### src/rtl/pe_pair_sched_if.sv
// ----------------------------------------------------------------------------
// pe_pair_sched_if
// Handshake/bus bundle between the pair scheduler and its surroundings
// (ESN step control, weight ROM, hybrid PE, state buffer).
// Signal names carry the scheduler's point of view (_i = into the scheduler,
// _o = out of the scheduler).
//   start_i    begin a run (pulse, sampled in IDLE)
//   abort_i    synchronous abort of the current run
//   wt_rdy_i   weight memory accepts an address this cycle
//   pe_q_i     PE output bus, 2*WWORD_LEN
//   busy_o     run in progress
//   done_o     one-cycle pulse after the last write-back
//   wt_addr_o  pair index being issued
//   pe_ce_o    PE output register enable
//   res_we_o   state-buffer write strobe
//   res_addr_o pair index of the result being written
//   res_data_o PE result pass-through
// Modports: master = scheduler side, slave = control/datapath side.
// ----------------------------------------------------------------------------
interface pe_pair_sched_if #(
  parameter int AW        = 2,
  parameter int WWORD_LEN = 32
);
  logic                   start_i;
  logic                   abort_i;
  logic                   wt_rdy_i;
  logic [2*WWORD_LEN-1:0] pe_q_i;
  logic                   busy_o;
  logic                   done_o;
  logic [AW-1:0]          wt_addr_o;
  logic                   pe_ce_o;
  logic                   res_we_o;
  logic [AW-1:0]          res_addr_o;
  logic [2*WWORD_LEN-1:0] res_data_o;

  modport master (
    input  start_i, abort_i, wt_rdy_i, pe_q_i,
    output busy_o, done_o, wt_addr_o, pe_ce_o, res_we_o, res_addr_o, res_data_o
  );

  modport slave (
    output start_i, abort_i, wt_rdy_i, pe_q_i,
    input  busy_o, done_o, wt_addr_o, pe_ce_o, res_we_o, res_addr_o, res_data_o
  );
endinterface

### src/rtl/pe_pair_sched.sv
// ----------------------------------------------------------------------------
// pe_pair_sched
// Sequences one reservoir time-step through a single 8-in/2-out hybrid PE:
// issues NPAIRS pair evaluations, tracks each through the fixed PE_LAT-cycle
// PE pipeline and writes each 2-word result back to the state buffer.
// Ports:
//   clk        system clock, rising edge
//   rst_n      asynchronous active-low reset
//   bus        pe_pair_sched_if.master (handshake, weight address, PE ce,
//              result write port)
//   cyc_cnt_o  busy-cycle counter, 16 bit saturating; present only when the
//              macro PESCHED_CYCCNT_EN is defined
// ----------------------------------------------------------------------------
module pe_pair_sched #(
  parameter int NPAIRS    = 4,
  parameter int PE_LAT    = 3,
  parameter int AW        = 2,
  parameter int WWORD_LEN = 32
) (
  input  logic              clk,
  input  logic              rst_n,
`ifdef PESCHED_CYCCNT_EN
  output logic [15:0]       cyc_cnt_o,
`endif
  pe_pair_sched_if.master   bus
);

  typedef enum logic [1:0] {S_IDLE, S_ISSUE, S_DRAIN, S_DONE} state_t;

  localparam logic [AW-1:0] LAST_IDX = AW'(NPAIRS - 1);

  state_t            state_q, state_d;
  logic [AW-1:0]     idx_q, idx_d;
  logic [PE_LAT-1:0] vld_q, vld_d;
  logic [AW-1:0]     tag_q [PE_LAT];
  logic [AW-1:0]     tag_d [PE_LAT];
  logic              busy_q, done_q;
  logic              push, kill, run_start;

  always_comb begin
    run_start = (state_q == S_IDLE) && bus.start_i && !bus.abort_i;
    kill      = (state_q != S_IDLE) && bus.abort_i;
    push      = (state_q == S_ISSUE) && bus.wt_rdy_i && !bus.abort_i;

    // Pipe shifts every cycle; a stalled issue enters as a bubble.
    vld_d[0] = push;
    tag_d[0] = idx_q;
    for (int i = 1; i < PE_LAT; i++) begin
      vld_d[i] = vld_q[i-1];
      tag_d[i] = tag_q[i-1];
    end
    if (kill) vld_d = '0;

    state_d = state_q;
    idx_d   = idx_q;
    case (state_q)
      S_IDLE: begin
        idx_d = '0;
        if (run_start) state_d = S_ISSUE;
      end
      S_ISSUE: begin
        if (kill) begin
          state_d = S_IDLE;
          idx_d   = '0;
        end else if (push) begin
          if (idx_q == LAST_IDX) begin
            state_d = S_DRAIN;
            idx_d   = '0;
          end else begin
            idx_d = idx_q + 1'b1;
          end
        end
      end
      S_DRAIN: begin
        // Leave once the entry now at the pipe tail is the last one.
        if (kill)              state_d = S_IDLE;
        else if (vld_d == '0)  state_d = S_DONE;
      end
      S_DONE:  state_d = S_IDLE;
      default: state_d = S_IDLE;
    endcase
  end

  always_ff @(posedge clk or negedge rst_n) begin
    if (!rst_n) begin
      state_q <= S_IDLE;
      idx_q   <= '0;
      vld_q   <= '0;
      busy_q  <= 1'b0;
      done_q  <= 1'b0;
      for (int i = 0; i < PE_LAT; i++) tag_q[i] <= '0;
    end else begin
      state_q <= state_d;
      idx_q   <= idx_d;
      vld_q   <= vld_d;
      busy_q  <= (state_d == S_ISSUE) || (state_d == S_DRAIN);
      done_q  <= (state_d == S_DONE);
      for (int i = 0; i < PE_LAT; i++) tag_q[i] <= tag_d[i];
    end
  end

  assign bus.busy_o     = busy_q;
  assign bus.pe_ce_o    = busy_q;
  assign bus.done_o     = done_q;
  assign bus.wt_addr_o  = idx_q;
  assign bus.res_we_o   = vld_q[PE_LAT-1];
  assign bus.res_addr_o = tag_q[PE_LAT-1];
  assign bus.res_data_o = bus.pe_q_i;

`ifdef PESCHED_CYCCNT_EN
  function automatic logic [15:0] sat_inc16(input logic [15:0] v);
    return (v == 16'hFFFF) ? v : v + 16'd1;
  endfunction

  logic [15:0] cyc_cnt_q;

  always_ff @(posedge clk or negedge rst_n) begin
    if (!rst_n)         cyc_cnt_q <= '0;
    else if (run_start) cyc_cnt_q <= '0;
    else if (busy_q)    cyc_cnt_q <= sat_inc16(cyc_cnt_q);
  end

  assign cyc_cnt_o = cyc_cnt_q;
`endif

endmodule

### src/flat_wrapper.sv
// flat-port wrapper written by rule: the top's interface ports become plain ports
module pe_pair_sched_flat 
#(
  parameter int NPAIRS    = 4,
  parameter int PE_LAT    = 3,
  parameter int AW        = 2,
  parameter int WWORD_LEN = 32
)
  (clk, rst_n, bus_start_i, bus_abort_i, bus_wt_rdy_i, bus_pe_q_i, bus_busy_o, bus_done_o, bus_wt_addr_o, bus_pe_ce_o, bus_res_we_o, bus_res_addr_o, bus_res_data_o);
  pe_pair_sched_if #(.AW(AW), .WWORD_LEN(WWORD_LEN)) bus_i ();
  input  logic clk;
  input  logic rst_n;
  input wire logic [$bits(bus_i.start_i)-1:0] bus_start_i;
  input wire logic [$bits(bus_i.abort_i)-1:0] bus_abort_i;
  input wire logic [$bits(bus_i.wt_rdy_i)-1:0] bus_wt_rdy_i;
  input wire logic [$bits(bus_i.pe_q_i)-1:0] bus_pe_q_i;
  output wire logic [$bits(bus_i.busy_o)-1:0] bus_busy_o;
  output wire logic [$bits(bus_i.done_o)-1:0] bus_done_o;
  output wire logic [$bits(bus_i.wt_addr_o)-1:0] bus_wt_addr_o;
  output wire logic [$bits(bus_i.pe_ce_o)-1:0] bus_pe_ce_o;
  output wire logic [$bits(bus_i.res_we_o)-1:0] bus_res_we_o;
  output wire logic [$bits(bus_i.res_addr_o)-1:0] bus_res_addr_o;
  output wire logic [$bits(bus_i.res_data_o)-1:0] bus_res_data_o;
  assign bus_i.start_i = bus_start_i;
  assign bus_i.abort_i = bus_abort_i;
  assign bus_i.wt_rdy_i = bus_wt_rdy_i;
  assign bus_i.pe_q_i = bus_pe_q_i;
  assign bus_busy_o = bus_i.busy_o;
  assign bus_done_o = bus_i.done_o;
  assign bus_wt_addr_o = bus_i.wt_addr_o;
  assign bus_pe_ce_o = bus_i.pe_ce_o;
  assign bus_res_we_o = bus_i.res_we_o;
  assign bus_res_addr_o = bus_i.res_addr_o;
  assign bus_res_data_o = bus_i.res_data_o;
  pe_pair_sched #(.NPAIRS(NPAIRS), .PE_LAT(PE_LAT), .AW(AW), .WWORD_LEN(WWORD_LEN)) u_core (.clk(clk), .rst_n(rst_n), .bus(bus_i));
endmodule
### config.mk
export PLATFORM = sky130hd
export DESIGN_NAME = pe_pair_sched_flat
export DESIGN_NICKNAME = d
export VERILOG_FILES = /design/src/rtl/pe_pair_sched_if.sv /design/src/rtl/pe_pair_sched.sv /design/src/flat_wrapper.sv
export SDC_FILE = /design/constraint.sdc
export NUM_CORES = 1
export LEC_CHECK = 0
export BUFFER_PORTS_ARGS = -buffer_cell sky130_fd_sc_hd__buf_2
export CAP_MARGIN = 20
export CORE_UTILIZATION = 29
export CTS_BUF_LIST = sky130_fd_sc_hd__clkbuf_8
export CTS_CLUSTER_DIAMETER = 60
export DETAILED_ROUTE_END_ITERATION = 7
export PLACE_DENSITY = 0.79
export SYNTH_ARGS = -nofsm -noshare
export SYNTH_HDL_FRONTEND = slang
export SYNTH_SLANG_ARGS = --single-unit
### constraint.sdc
create_clock -name clk -period 1.3 [get_ports clk]
set_input_delay 0.325 -clock clk [delete_from_list [all_inputs] [get_ports clk]]
set_output_delay 0.325 -clock clk [all_outputs]
set_load 0.01 [all_outputs]
---- After elaboration in Yosys (flattened, before gate mapping) ----
Index checks and enable logic that the tools add are counted.
word-level totals
  output and inout port bits .............. 72
  bits of input ports ..................... 69
  register bits ........................... 15
  word-level logic and storage cells ...... 41
cells by class
  $add $sub $neg .......................... 1
  eq/ne operators ......................... 8
  multiplexer cells ....................... 12
  reduce and logical (&&, ||, !) cells .... 12
operator list
  operator                                             count
  two-way mux 2 bit                                    9
  equality test 2 bit, second input constant           5
  one-hot mux 2 bit (4 select lines)                   1
  logical AND 1 bit                                    5
  equality test 2 x 1 -> 1 bit, second input constant  2
  one-hot mux 2 bit (2 select lines)                   1
  nonzero test 2 bit                                   2
  zero test 3 bit                                      1
  two-way mux 3 bit                                    1
  != test 3 x 1 -> 1 bit, second input constant        1
  adder 2 x 1 -> 2 bit, second input constant          1
  zero test 2 bit                                      1
  AND reduction 2 bit                                  1
  zero test 1 bit                                      1
  logical OR 1 bit                                     1

---- Longest topological paths before layout ----
Gate-level depths: netlist of run 1.
  depth in word-level cells ............... 10
  gate-level depth with buffers ........... 5
  mapped depth without buffers ............ 5

---- Worst setup path after synthesis of run 1 ----
OpenSTA, ideal clock, no wires.
  kind .................................... reg2reg
  start point ............................. register u_core.idx_q[0], in the netlist u_core.bus.wt_addr_o[0]
  end point ............................... register u_core.busy_q, in the netlist u_core.bus.busy_o
  cell stages (with the launch flop) ...... 6
  required time ........................... 1,174 ps
  buffers on the path ..................... 0
  setup slack ............................. -20 ps
  arrival time ............................ 1,194 ps
  clock period less this slack ............ 1,320 ps
  setup time .............................. 126 ps
  path through ............................ dfrtp_1 ha_1 nand3_1 o21a_1 nor2_1 ha_1
between the ends
  word-level cells in the longest chain between the ends .. 7
  elaborated cells on any way between the ends .. 8
  classes of those cells .................. 3 x eq/ne; 4 x mux; 1 x reduce/logical
RTL lines
  item                                                                        line                 RTL
  from (decl)                                                                 pe_pair_sched.sv:33  logic [AW-1:0] idx_q, idx_d;
  from (signal assigned)                                                      pe_pair_sched.sv:94  idx_q <= idx_d;
  equality test 2 bit *                                                       pe_pair_sched.sv:66  if (idx_q == LAST_IDX) begin
  two-way mux 2 bit *                                                         pe_pair_sched.sv:66
  two-way mux 2 bit *                                                         pe_pair_sched.sv:65  end else if (push) begin
  two-way mux 2 bit *                                                         pe_pair_sched.sv:62  if (kill) begin
  one-hot mux 2 bit (4 select lines) *                                        pe_pair_sched.sv:56  case (state_q)
  net u_core.state_d[1]                                                       pe_pair_sched.sv:32  state_t state_q, state_d;
  equality test 2 x 1 -> 1 bit / equality test 2 bit (equally long branches)  pe_pair_sched.sv:96  busy_q <= (state_d == S_ISSUE) || (state_d == S_DRAIN);
  logical OR 1 bit *                                                          pe_pair_sched.sv:96
  to (signal assigned)                                                        pe_pair_sched.sv:96
  to (decl)                                                                   pe_pair_sched.sv:37  logic busy_q, done_q;
Mark *: on every way through the listed nets, which the timed path passes. The rest lies on a longest branch.
A chain may end at the register's enable or synchronous reset.

---- Worst setup path after layout of run 1 ----
  start point ............................. register u_core.idx_q[1], in the netlist u_core.bus.wt_addr_o[1]
  end point ............................... register u_core.busy_q, in the netlist u_core.bus.busy_o
between the ends
  word-level cells in the longest chain between the ends .. 7
  elaborated cells on any way between the ends .. 8
  classes of those cells .................. 3 x eq/ne; 4 x mux; 1 x reduce/logical
RTL lines
  item                                                                        line
  equality test 2 bit *                                                       pe_pair_sched.sv:66
  two-way mux 2 bit *                                                         pe_pair_sched.sv:66
  two-way mux 2 bit *                                                         pe_pair_sched.sv:65
  two-way mux 2 bit *                                                         pe_pair_sched.sv:62
  one-hot mux 2 bit (4 select lines) *                                        pe_pair_sched.sv:56
  equality test 2 x 1 -> 1 bit / equality test 2 bit (equally long branches)  pe_pair_sched.sv:96
  logical OR 1 bit *                                                          pe_pair_sched.sv:96
Mark *: on every way between the ends. The rest lies on a longest branch, timed or not.

==> impl_metrics.xml, run 1 <==
<?xml version="1.0" encoding="UTF-8"?>
<metrics>
  <group name="drt">
    <metric name="drc" unit="">0</metric>
    <metric name="detailroute.via_count" unit="">424</metric>
    <metric name="detail_route.first_pass.iterations" unit="">3</metric>
    <metric name="routed_wire_length_per_instance" unit="um">12.2</metric>
    <metric name="drtAntennaViolNets" unit="">0</metric>
    <metric name="drt-vias-per-instance" unit="">4.00</metric>
    <metric name="routed_wl" unit="um">1290</metric>
    <metric name="drtIter0Drc" unit="">16</metric>
  </group>
  <group name="timing">
    <metric name="tightestPinTransition" unit="ns">0.316</metric>
    <metric name="finalWorstSetupSlack" unit="ns">0.0254</metric>
    <metric name="final-max-slew-violation-count" unit="">0</metric>
    <metric name="layout_worst_path_cycle_share" unit="%">98.0</metric>
    <metric name="fmaxAchievable" unit="MHz">785</metric>
    <metric name="maxSlewHeadroom" unit="%">78.9</metric>
    <metric name="setup_violations" unit="">0</metric>
    <metric name="final_period_minus_worst_setup_slack" unit="ns">1.27</metric>
    <metric name="timing.hold.ws" unit="ns">0.325</metric>
    <metric name="finClkSkew" unit="ns">0.00160</metric>
    <metric name="finalHoldViolCount" unit="">0</metric>
    <metric name="rsz0062_at_grt" unit="">true</metric>
  </group>
  <group name="global_routing">
    <metric name="top_usage_layer" unit="">met2</metric>
    <metric name="grt_max_degree" unit="">16</metric>
    <metric name="grt_pass1_wl" unit="um">2150</metric>
    <metric name="met2_track_demand_over_resource" unit="%">10.6</metric>
    <metric name="grt_util_all_layers" unit="%">7.24</metric>
    <metric name="groute.layer.met1.usage" unit="%">6.14</metric>
    <metric name="initial_antenna_violation_count" unit="">0</metric>
    <metric name="first_global_vias" unit="">488</metric>
    <metric name="grt.overflow.total" unit="">0</metric>
    <metric name="met3_usage" unit="%">4.41</metric>
  </group>
  <group name="layout">
    <metric name="post-route-cell-area" unit="um2">756</metric>
    <metric name="num_antenna_cells" unit="">0</metric>
    <metric name="drive_gt1_share" unit="%">40.0</metric>
    <metric name="sequential_cell_area" unit="um2">375</metric>
    <metric name="nFillCells" unit="">373</metric>
    <metric name="fin_nets" unit="">132</metric>
    <metric name="multi_input_gate_area_in_the_final_layout" unit="um2">174</metric>
    <metric name="layout-area-overhead-vs-synth" unit="%">-28.0</metric>
  </group>
  <group name="floorplan">
    <metric name="placement_rows" unit="">21</metric>
    <metric name="die-area" unit="um2">3860</metric>
    <metric name="ioPinCount" unit="">141</metric>
    <metric name="die_height" unit="um">62.2</metric>
    <metric name="area_of_the_core_region" unit="um2">3390</metric>
    <metric name="die_width" unit="um">62.2</metric>
    <metric name="floorplan.initialDensity" unit="%">31.0</metric>
  </group>
  <group name="yosys">
    <metric name="seq_area_frac_synth" unit="%">35.8</metric>
    <metric name="synth.yosys.warnings" unit="">0</metric>
    <metric name="netlist_area" unit="um2">1050</metric>
    <metric name="mappedNetlistNets" unit="">178</metric>
    <metric name="syn-mean-instance-area" unit="um2">9.81</metric>
    <metric name="netlist_instances" unit="">107</metric>
    <metric name="synth_seq_cells" unit="">15</metric>
    <metric name="synth.distinct_cells" unit="">19</metric>
  </group>
  <group name="setup_path">
    <metric name="timing.critical_path.to_type" unit="">flop</metric>
    <metric name="timing_worst_setup_path_type" unit="">reg -&gt; reg</metric>
    <metric name="cp_slowest_cell" unit="">dfrtp_1</metric>
    <metric name="path_max_fanout" unit="">2</metric>
    <metric name="regToRegEndpoint" unit="">u_core.bus.busy_o</metric>
    <metric name="worstPathCellList" unit="">ha_2 &gt; nand3_2 &gt; o211ai_1 &gt; o41ai_2 &gt; ha_1</metric>
    <metric name="r2r_slack" unit="ns">0.03</metric>
    <metric name="crit_family" unit="">adder cells</metric>
    <metric name="cp_data_arrival_time" unit="ns">1.41</metric>
    <metric name="cp_slowest_stage_delay" unit="ns">0.35</metric>
    <metric name="timing.critical_path.buf_inv" unit="">0</metric>
    <metric name="cp_data_required_time" unit="ns">1.43</metric>
    <metric name="r2r_depth" unit="">5</metric>
    <metric name="critPathLaunchType" unit="">flop</metric>
    <metric name="timing.rr.start" unit="">u_core.bus.wt_addr_o[1]</metric>
  </group>
  <group name="clock_tree">
    <metric name="tritoncts_clock_tree" unit="">done</metric>
    <metric name="clockBufferDepth" unit="">2</metric>
    <metric name="clk_root_buffer_cell" unit="">clkbuf_8</metric>
    <metric name="clock_latency" unit="ns">0.25</metric>
    <metric name="post-cts-setup-buffers" unit="">0</metric>
    <metric name="clk_transition_reported_paths" unit="ns">0.06</metric>
    <metric name="cts_buffers" unit="">3</metric>
    <metric name="clock_tree_sinks" unit="">15</metric>
    <metric name="maximum_level_of_the_cts_h_tree" unit="">1</metric>
  </group>
  <group name="placed_design">
    <metric name="dp_hpwl" unit="um">967</metric>
    <metric name="gpl_congestion" unit="">0.709</metric>
    <metric name="placement.io_buffers" unit="">12</metric>
    <metric name="pre_cts_slack" unit="ns">-0.0153</metric>
    <metric name="placement.cell_area" unit="um2">683</metric>
  </group>
  <group name="worst_hold_path">
    <metric name="worst_hold_path.endpoint" unit="">u_core.state_q[1]</metric>
    <metric name="worstHoldStart" unit="">bus_abort_i</metric>
    <metric name="hold_path_depth" unit="">2</metric>
    <metric name="classification_of_the_worst_slack_hold_path" unit="">in -&gt; reg</metric>
  </group>
  <group name="flow_run">
    <metric name="maxCapViolations" unit="">0</metric>
  </group>
  <group name="run_status">
    <metric name="run_status" unit="">finished, final reports clean</metric>
  </group>
  <group name="power">
    <metric name="irDropWorstVdd" unit="uV">257</metric>
    <metric name="power_density" unit="nW/um2">1200</metric>
    <metric name="static-leakage-power" unit="uW">0.000381</metric>
  </group>
</metrics>
## worst max path at each step
stage | startpoint | cells after the start | end | slack, ns
final | u_core.bus.wt_addr_o[1] | 5 | u_core.bus.busy_o | 0.03
after global routing | u_core.bus.wt_addr_o[1] | 5 | u_core.bus.busy_o | -0.05
after CTS | u_core.bus.wt_addr_o[1] | 5 | u_core.bus.busy_o | -0.009
after detailed placement | u_core.bus.wt_addr_o[0] | 5 | u_core.bus.busy_o | -0.02
after global placement | u_core.bus.wt_addr_o[0] | 5 | u_core.bus.busy_o | 0.04
after floorplan | u_core.bus.wt_addr_o[0] | 5 | u_core.bus.busy_o | -0.02
## cell usage after synthesis, drive strengths merged
master | number | area (um2)
a21oi | 2 | 10.0
and2 | 2 | 12.5
and3b | 1 | 8.76
buf | 68 | 514
dfrtp | 15 | 375
ha | 2 | 25.0
inv | 1 | 3.75
nand2 | 2 | 7.51
nand2b | 2 | 12.5
nand3 | 1 | 5.00
nor2 | 2 | 7.51
nor3 | 1 | 5.00
nor4b | 1 | 15.0
o211ai | 1 | 7.51
o21a | 1 | 7.51
o21ai | 3 | 15.0
o41ai | 2 | 17.5
## report_power, final
| part | switching (uW) | internal (uW) | total (uW) | leakage, uW |
|---|---|---|---|---|
| Clock | 149 | 209 | 357 | 0.0000269 |
| Sequential | 8.08 | 480 | 488 | 0.000204 |
| Combinational | 34.2 | 25.4 | 59.6 | 0.000150 |
| Total | 191 | 715 | 905 | 0.000381 |
## worst register-to-register path, stage by stage (launching register included)
cell,delay (ns)
dfrtp_1,0.35
ha_2,0.19
nand3_2,0.08
o211ai_1,0.13
o41ai_2,0.12
ha_1,0.28
## registers in the layout, indices dropped and copies added (netlist names)
register	flops
u_core.tag_d	4
u_core.vld_q	3
u_core.bus.done_o	1
u_core.bus.wt_addr_o	2
u_core.bus.res_addr_o	2
u_core.bus.busy_o	1
u_core.state_q	2
## metal layers
layer  vias to the layer above  routed length, um
li1                        178                  -
met1                       209                413
met2                        24                624
met3                        13                177
met4                         0                 74
met5                         -                  0
## area by class of cell
type	count	share of cell area (%)
Sequential cell	15	49.7
Multi-Input combinational cell	23	23.0
Inverter	1	0.497
Timing Repair Buffer	17	13.2
Clock inverter	1	0.497
Tap cell	46	7.62
Clock buffer	3	5.46
## cell usage in the layout, fill, tap and decap left out, types with 2 or more instances in the layout
cell type	n
buf_4	4
inv_1	2
clkbuf_8	3
and2_1	2
nand2b_1	2
nand2_1	2
dfrtp_1	15
buf_2	12
a21oi_1	2
o21ai_1	2
## per-stage QoR
step	util [%]	instances	total power (uW)	setup TNS (ns)
2_1_floorplan	-	107	725	-0.0195
3_3_place_gp	20.2	101	547	0
3_5_place_dp	20.2	101	552	-0.0153
4_1_cts	22.2	106	918	-0.00932
5_1_grt	22.3	106	945	-0.0476
6_report	22.3	106	905	0
## logic make-up after synthesis
logic type	Yosys count	synth area share [%]
and+or+nand+nor	12	7.03
buffers and inverters	69	49.3
adders and majority gates	2	2.38
AOI/OAI and AO/OA	9	5.48
DFF	15	35.8
## what timing repair did
item | CTS | global route
endpoints found under the hold margin | 15 | 0
hold buffers | 1 | 0
gates resized for setup | 3 | 1
endpoints found under the setup margin | 1 | 1
pin swaps | 3 | 2
No activity file was read; power rests on OpenSTA's default activity.
==> inputs of run 2 (changes only) <==
--- a/config.mk
+++ b/config.mk
@@ -7,11 +7,11 @@
 export LEC_CHECK = 0
 export BUFFER_PORTS_ARGS = -buffer_cell sky130_fd_sc_hd__buf_2
 export CAP_MARGIN = 20
-export CORE_UTILIZATION = 29
-export CTS_BUF_LIST = sky130_fd_sc_hd__clkbuf_8
+export CORE_UTILIZATION = 28
+export CTS_BUF_LIST = sky130_fd_sc_hd__clkbuf_16
 export CTS_CLUSTER_DIAMETER = 60
 export DETAILED_ROUTE_END_ITERATION = 7
-export PLACE_DENSITY = 0.79
+export PLACE_DENSITY = 0.77
 export SYNTH_ARGS = -nofsm -noshare
 export SYNTH_HDL_FRONTEND = slang
 export SYNTH_SLANG_ARGS = --single-unit
==> run 2 against run 1 <==
Against the previous run:
- routed wire length decreased by 1.4%
- count of clock-buffer cells in the layout unchanged
- clock skew increased by 0.00069 ns
- largest cell class unchanged
==> impl_metrics.xml, run 2 (synthesis results as in run 1) <==
<?xml version="1.0" encoding="UTF-8"?>
<metrics>
  <group name="layout">
    <metric name="finalCoreUtilization" unit="%">23.2</metric>
    <metric name="largest_register_ffs" unit="">4</metric>
    <metric name="post-route-cell-area" unit="um2">806</metric>
    <metric name="num_antenna_cells" unit="">0</metric>
    <metric name="layout-area-overhead-vs-synth" unit="%">-23.2</metric>
    <metric name="nFillCells" unit="">380</metric>
    <metric name="drive_gt1_share" unit="%">41.0</metric>
    <metric name="top_library_cells_by_usage_in_the_layout_fill_and_taps_aside" unit="">dfrtp_1 (15), buf_2 (12), buf_4 (5)</metric>
    <metric name="final_common_cell" unit="">dfrtp_1</metric>
    <metric name="fin_nets" unit="">133</metric>
  </group>
  <group name="setup_path">
    <metric name="cp_data_required_time" unit="ns">1.42</metric>
    <metric name="worst_setup_path_startpoint" unit="">u_core.bus.wt_addr_o[1]</metric>
    <metric name="timing.critical_path.to_type" unit="">flop</metric>
    <metric name="timing.rr.start" unit="">u_core.bus.wt_addr_o[1]</metric>
    <metric name="r2r_slack" unit="ns">0.01</metric>
    <metric name="path_max_fanout" unit="">2</metric>
    <metric name="r2r_depth" unit="">5</metric>
    <metric name="cp_data_arrival_time" unit="ns">1.41</metric>
    <metric name="critPathLaunchType" unit="">flop</metric>
    <metric name="timing_worst_setup_path_type" unit="">reg -&gt; reg</metric>
    <metric name="regToRegEndpoint" unit="">u_core.bus.busy_o</metric>
  </group>
  <group name="placed_design">
    <metric name="gpl_congestion" unit="">0.704</metric>
    <metric name="placement.io_buffers" unit="">12</metric>
    <metric name="dp_hpwl" unit="um">919</metric>
    <metric name="placement.cell_area" unit="um2">676</metric>
  </group>
  <group name="timing">
    <metric name="setup_violations" unit="">0</metric>
    <metric name="layout_worst_path_cycle_share" unit="%">98.9</metric>
    <metric name="final-max-slew-violation-count" unit="">0</metric>
    <metric name="final_period_minus_worst_setup_slack" unit="ns">1.29</metric>
    <metric name="fmaxAchievable" unit="MHz">778</metric>
    <metric name="tightestPinTransition" unit="ns">0.315</metric>
    <metric name="finClkSkew" unit="ns">0.00229</metric>
    <metric name="rsz0062_at_grt" unit="">true</metric>
    <metric name="finalHoldViolCount" unit="">0</metric>
    <metric name="maxSlewHeadroom" unit="%">78.7</metric>
  </group>
  <group name="global_routing">
    <metric name="grt_util_all_layers" unit="%">6.89</metric>
    <metric name="grt_pass1_wl" unit="um">1990</metric>
    <metric name="grt.overflow.total" unit="">0</metric>
    <metric name="grt_max_degree" unit="">16</metric>
    <metric name="initial_antenna_violation_count" unit="">0</metric>
    <metric name="first_global_vias" unit="">422</metric>
  </group>
  <group name="flow_run">
    <metric name="maxCapViolations" unit="">0</metric>
  </group>
  <group name="power">
    <metric name="static-leakage-power" unit="uW">0.000408</metric>
    <metric name="power_density" unit="nW/um2">1390</metric>
    <metric name="irDropWorstVdd" unit="uV">493</metric>
  </group>
  <group name="floorplan">
    <metric name="placement_rows" unit="">21</metric>
    <metric name="die_width" unit="um">63.2</metric>
    <metric name="ioPinCount" unit="">141</metric>
    <metric name="die_height" unit="um">63.2</metric>
    <metric name="area_of_the_core_region" unit="um2">3470</metric>
    <metric name="die-area" unit="um2">4000</metric>
    <metric name="floorplan.initialDensity" unit="%">30.3</metric>
  </group>
  <group name="drt">
    <metric name="routed_wl" unit="um">1270</metric>
    <metric name="drtIter0Drc" unit="">1</metric>
    <metric name="drc" unit="">0</metric>
    <metric name="routed_wire_length_per_instance" unit="um">11.9</metric>
    <metric name="detail_route.first_pass.iterations" unit="">4</metric>
    <metric name="detailroute.via_count" unit="">430</metric>
    <metric name="drt-vias-per-instance" unit="">4.02</metric>
    <metric name="drtAntennaViolNets" unit="">0</metric>
  </group>
  <group name="clock_tree">
    <metric name="cts_buffers" unit="">3</metric>
    <metric name="clock_tree_sinks" unit="">15</metric>
    <metric name="clk_transition_reported_paths" unit="ns">0.04</metric>
    <metric name="clk_root_buffer_cell" unit="">clkbuf_16</metric>
    <metric name="clockBufferDepth" unit="">2</metric>
    <metric name="tritoncts_clock_tree" unit="">done</metric>
    <metric name="maximum_level_of_the_cts_h_tree" unit="">1</metric>
    <metric name="clock_latency" unit="ns">0.24</metric>
  </group>
  <group name="worst_hold_path">
    <metric name="worstHoldStart" unit="">bus_abort_i</metric>
    <metric name="hold_path_depth" unit="">2</metric>
    <metric name="classification_of_the_worst_slack_hold_path" unit="">in -&gt; reg</metric>
    <metric name="worst_hold_path.endpoint" unit="">u_core.state_q[1]</metric>
  </group>
  <group name="run_status">
    <metric name="run_status" unit="">finished, final reports clean</metric>
  </group>
</metrics>
==> run 2: layout make-up <==
cell class / count / area, um2 / area share [%]
timing repair buffer: 18 / 108 / 13.4
inverter: 1 / 3.75 / 0.466
clock buffer: 3 / 75.1 / 9.32
sequential: 15 / 375 / 46.6
multi-input combinational: 23 / 183 / 22.7
tap: 46 / 57.6 / 7.14
clock inverter: 1 / 3.75 / 0.466
==> run 2: power by group <==
group | leakage (uW) | internal [uW] | switching [uW]
Combinational | 0.000161 | 29.6 | 34.7
Sequential | 0.000204 | 482 | 7.65
Clock | 0.0000423 | 405 | 165
Total | 0.000408 | 916 | 208
==> run 2: critical path: stages (launching register included) <==
cell	delay [ns]
dfrtp_1	0.35
ha_2	0.20
nand3_2	0.09
o211ai_1	0.14
o41ai_2	0.12
ha_1	0.28
==> run 2: timing repair <==
item | 4_1_cts | 5_1_grt
endpoints found under the setup margin | 1 | 1
buffers inserted | 0 | 2
endpoints found under the hold margin | 15 | 0
gates resized for setup | 3 | 2
cloned | 0 | 0
pin swaps | 1 | 3
hold buffers | 1 | 0
==> run 2: worst max path at each step <==
stage / cells past startpoint / endpoint / slack, ns
4_1_cts: 5 / u_core.bus.busy_o / 0.008
3_3_place_gp: 5 / u_core.bus.busy_o / 0.02
3_5_place_dp: 5 / u_core.bus.busy_o / -0.05
2_1_floorplan: 5 / u_core.bus.busy_o / -0.02
6_report: 5 / u_core.bus.busy_o / 0.01
5_1_grt: 5 / u_core.bus.busy_o / -0.06
==> run 2: through the flow <==
step / setup WS [ns] / power (uW) / hold WS [ns] / std cells / setup TNS, ns
5_1_grt: -0.0567 / 1170 / 0.355 / 107 / -0.0767
4_1_cts: 0.00827 / 1140 / 0.318 / 105 / 0
2_1_floorplan: -0.0195 / 725 / 0.0294 / 107 / -0.0195
6_report: 0.0147 / 1120 / 0.344 / 107 / 0
3_5_place_dp: -0.0466 / 551 / 0.244 / 100 / -0.0466
3_3_place_gp: 0.0218 / 548 / 0.237 / 100 / 0
==> run 2: routing by layer <==
metal | global-route usage, % | routed length, um | vias up
met3 | 5.98 | 199 | 6
met2 | 9.27 | 614 | 33
met1 | 5.59 | 419 | 206
met4 | 7.95 | 38 | 0
met5 | 0 | 0 | -
li1 | - | - | 185
==> inputs of run 3 (changes only) <==
--- a/config.mk
+++ b/config.mk
@@ -11,7 +11,9 @@
 export CTS_BUF_LIST = sky130_fd_sc_hd__clkbuf_16
 export CTS_CLUSTER_DIAMETER = 60
 export DETAILED_ROUTE_END_ITERATION = 7
-export PLACE_DENSITY = 0.77
+export MAX_ROUTING_LAYER = met4
+export PLACE_DENSITY = 0.8
+export SETUP_SLACK_MARGIN = 0.05
 export SYNTH_ARGS = -nofsm -noshare
 export SYNTH_HDL_FRONTEND = slang
 export SYNTH_SLANG_ARGS = --single-unit
==> run 3 against run 2 <==
Against the previous run:
- the run now ends with negative setup slack left
- first-iteration DRC count grew to 4.0 times the previous value
- sequential cell count is the same
- sequential share of layout area shrank 0.14 points
- non-clock buffer count grew 1
- via count grew 4.9%
- critical path type is now reg -> out
==> impl_metrics.xml, run 3 (synthesis results as in run 1) <==
<?xml version="1.0" encoding="UTF-8"?>
<metrics>
  <group name="power">
    <metric name="power_density" unit="nW/um2">1400</metric>
    <metric name="irDropWorstVdd" unit="uV">339</metric>
    <metric name="static-leakage-power" unit="uW">0.000408</metric>
  </group>
  <group name="timing">
    <metric name="setup_violations" unit="">1</metric>
    <metric name="maxSlewHeadroom" unit="%">76.8</metric>
    <metric name="final_period_minus_worst_setup_slack" unit="ns">1.32</metric>
    <metric name="rsz0062_at_grt" unit="">true</metric>
    <metric name="finalWorstSetupSlack" unit="ns">-0.0228</metric>
    <metric name="finClkSkew" unit="ns">0.000923</metric>
    <metric name="layout_worst_path_cycle_share" unit="%">102</metric>
    <metric name="fmaxAchievable" unit="MHz">756</metric>
    <metric name="totalNegativeSetupSlack" unit="ns">-0.0228</metric>
    <metric name="tightestPinTransition" unit="ns">0.344</metric>
    <metric name="finalHoldViolCount" unit="">0</metric>
    <metric name="final-max-slew-violation-count" unit="">0</metric>
  </group>
  <group name="global_routing">
    <metric name="grt.overflow.total" unit="">0</metric>
    <metric name="grt_max_degree" unit="">16</metric>
    <metric name="initial_antenna_violation_count" unit="">0</metric>
    <metric name="grt_util_all_layers" unit="%">7.16</metric>
    <metric name="first_global_vias" unit="">440</metric>
    <metric name="grt_pass1_wl" unit="um">1980</metric>
  </group>
  <group name="worst_hold_path">
    <metric name="classification_of_the_worst_slack_hold_path" unit="">reg -&gt; reg</metric>
  </group>
  <group name="setup_path">
    <metric name="timing.critical_path.to_type" unit="">output port</metric>
    <metric name="r2r_depth" unit="">5</metric>
    <metric name="cp_data_required_time" unit="ns">0.98</metric>
    <metric name="cp_slowest_cell" unit="">dfrtp_1</metric>
    <metric name="critPathLaunchType" unit="">flop</metric>
    <metric name="worst_setup_path_startpoint" unit="">u_core.bus.wt_addr_o[1]</metric>
    <metric name="cp_data_arrival_time" unit="ns">1.00</metric>
    <metric name="timing.rr.start" unit="">u_core.bus.wt_addr_o[0]</metric>
    <metric name="r2r_slack" unit="ns">0.01</metric>
    <metric name="worstPathCellList" unit="">buf_4 &gt; buf_6 &gt; buf_2</metric>
    <metric name="regToRegEndpoint" unit="">u_core.bus.busy_o</metric>
    <metric name="path_max_fanout" unit="">4</metric>
    <metric name="cp_slowest_stage_delay" unit="ns">0.37</metric>
    <metric name="timing.critical_path.to" unit="">bus_wt_addr_o[1]</metric>
    <metric name="timing_worst_setup_path_type" unit="">reg -&gt; out</metric>
  </group>
  <group name="layout">
    <metric name="top_library_cells_by_usage_in_the_layout_fill_and_taps_aside" unit="">dfrtp_1 (15), buf_2 (12), buf_4 (5)</metric>
    <metric name="num_antenna_cells" unit="">0</metric>
    <metric name="fin_nets" unit="">134</metric>
    <metric name="final_common_cell" unit="">dfrtp_1</metric>
    <metric name="largest_register_ffs" unit="">4</metric>
    <metric name="nFillCells" unit="">383</metric>
    <metric name="drive_gt1_share" unit="%">41.9</metric>
    <metric name="layout-area-overhead-vs-synth" unit="%">-23.0</metric>
    <metric name="post-route-cell-area" unit="um2">808</metric>
  </group>
  <group name="drt">
    <metric name="drtIter0Drc" unit="">4</metric>
    <metric name="detailroute.via_count" unit="">451</metric>
    <metric name="detail_route.first_pass.iterations" unit="">4</metric>
    <metric name="drtAntennaViolNets" unit="">0</metric>
    <metric name="routed_wire_length_per_instance" unit="um">12.2</metric>
    <metric name="drc" unit="">0</metric>
    <metric name="drt-vias-per-instance" unit="">4.18</metric>
    <metric name="routed_wl" unit="um">1310</metric>
  </group>
  <group name="floorplan">
    <metric name="area_of_the_core_region" unit="um2">3470</metric>
    <metric name="placement_rows" unit="">21</metric>
    <metric name="die_height" unit="um">63.2</metric>
    <metric name="die_width" unit="um">63.2</metric>
    <metric name="die-area" unit="um2">4000</metric>
    <metric name="floorplan.initialDensity" unit="%">30.3</metric>
    <metric name="ioPinCount" unit="">141</metric>
  </group>
  <group name="clock_tree">
    <metric name="clockBufferDepth" unit="">2</metric>
    <metric name="tritoncts_clock_tree" unit="">done</metric>
    <metric name="clock_latency" unit="ns">0.24</metric>
    <metric name="clock_tree_sinks" unit="">15</metric>
    <metric name="maximum_level_of_the_cts_h_tree" unit="">1</metric>
    <metric name="clk_transition_reported_paths" unit="ns">0.05</metric>
    <metric name="clk_root_buffer_cell" unit="">clkbuf_16</metric>
    <metric name="cts_buffers" unit="">3</metric>
  </group>
  <group name="run_status">
    <metric name="violated_checks" unit="">negative setup slack</metric>
    <metric name="run_status" unit="">finished with violations</metric>
  </group>
  <group name="placed_design">
    <metric name="placement.io_buffers" unit="">12</metric>
    <metric name="gpl_congestion" unit="">0.686</metric>
    <metric name="placement.cell_area" unit="um2">676</metric>
    <metric name="dp_hpwl" unit="um">922</metric>
  </group>
  <group name="flow_run">
    <metric name="maxCapViolations" unit="">0</metric>
  </group>
</metrics>
run 3: cell types whose count changed in the layout (fill, tap and decap cells not counted):
cell	before	now
buf_6	0	1
nor4b_2	0	1
nor4b_4	1	0
run 3: cell type report:
cell class	count	area, um2	share of cell area (%)
clock buffer	3	75.1	9.29
clock inverter	1	3.75	0.464
inverter	1	3.75	0.464
multi-input combinational	23	174	21.5
sequential	15	375	46.4
tap	46	57.6	7.12
timing repair buffer	19	119	14.7
run 3: how the worst min path moves through the flow:
| stage | start | slack, ns | cells past startpoint | to |
|---|---|---|---|---|
| 6_report | u_core.tag_d[0] | 0.34 | 0 | u_core.bus.res_addr_o[0] |
| 5_1_grt | u_core.tag_d[3] | 0.35 | 0 | u_core.tag_d[1] |
| 4_1_cts | u_core.tag_d[2] | 0.35 | 0 | u_core.tag_d[0] |
| 3_5_place_dp | rst_n | 0.24 | 1 | u_core.bus.res_addr_o[1] |
| 3_3_place_gp | rst_n | 0.24 | 1 | u_core.bus.res_addr_o[0] |
| 2_1_floorplan | rst_n | 0.03 | 0 | u_core.bus.busy_o |
run 3: critical path, delay by kind of cell (launching register included):
| family | cells | cell delay (ns) |
|---|---|---|
| buf+inv | 3 | 0.38 |
| flops | 1 | 0.37 |
run 3: power by group:
group          switching [uW]  internal (uW)  total (uW)
sequential               8.31            481         490
combinational            34.1           25.8        60.0
clock                     176            406         582
run 3: through the flow:
| stage | std cells | util (%) | worst slack [ns] | hold WS (ns) | total power (uW) |
|---|---|---|---|---|---|
| after floorplan | 107 | - | -0.0195 | 0.0294 | 725 |
| after global placement | 100 | 19.5 | 0.0245 | 0.237 | 548 |
| after detailed placement | 100 | 19.5 | -0.0726 | 0.242 | 551 |
| after CTS | 108 | 23.0 | -0.0289 | 0.345 | 1150 |
| after global routing | 108 | 23.3 | -0.0845 | 0.351 | 1180 |
| final | 108 | 23.3 | -0.0228 | 0.343 | 1130 |
run 3: metal layers:
| metal | GRT usage [%] | wire (um) |
|---|---|---|
| met1 | 6.71 | 514 |
| met2 | 9.68 | 580 |
| met3 | 3.08 | 149 |
| met4 | 9.38 | 70 |
| met5 | - | 0 |
run 3: timing repair:
item                                   in CTS  in global routing
setup buffers                               3                  1
pin swaps                                   4                  7
hold buffers                                1                  0
gates resized for setup                     3                  2
setup endpoints to repair                   1                  6
endpoints found under the hold margin      15                  0
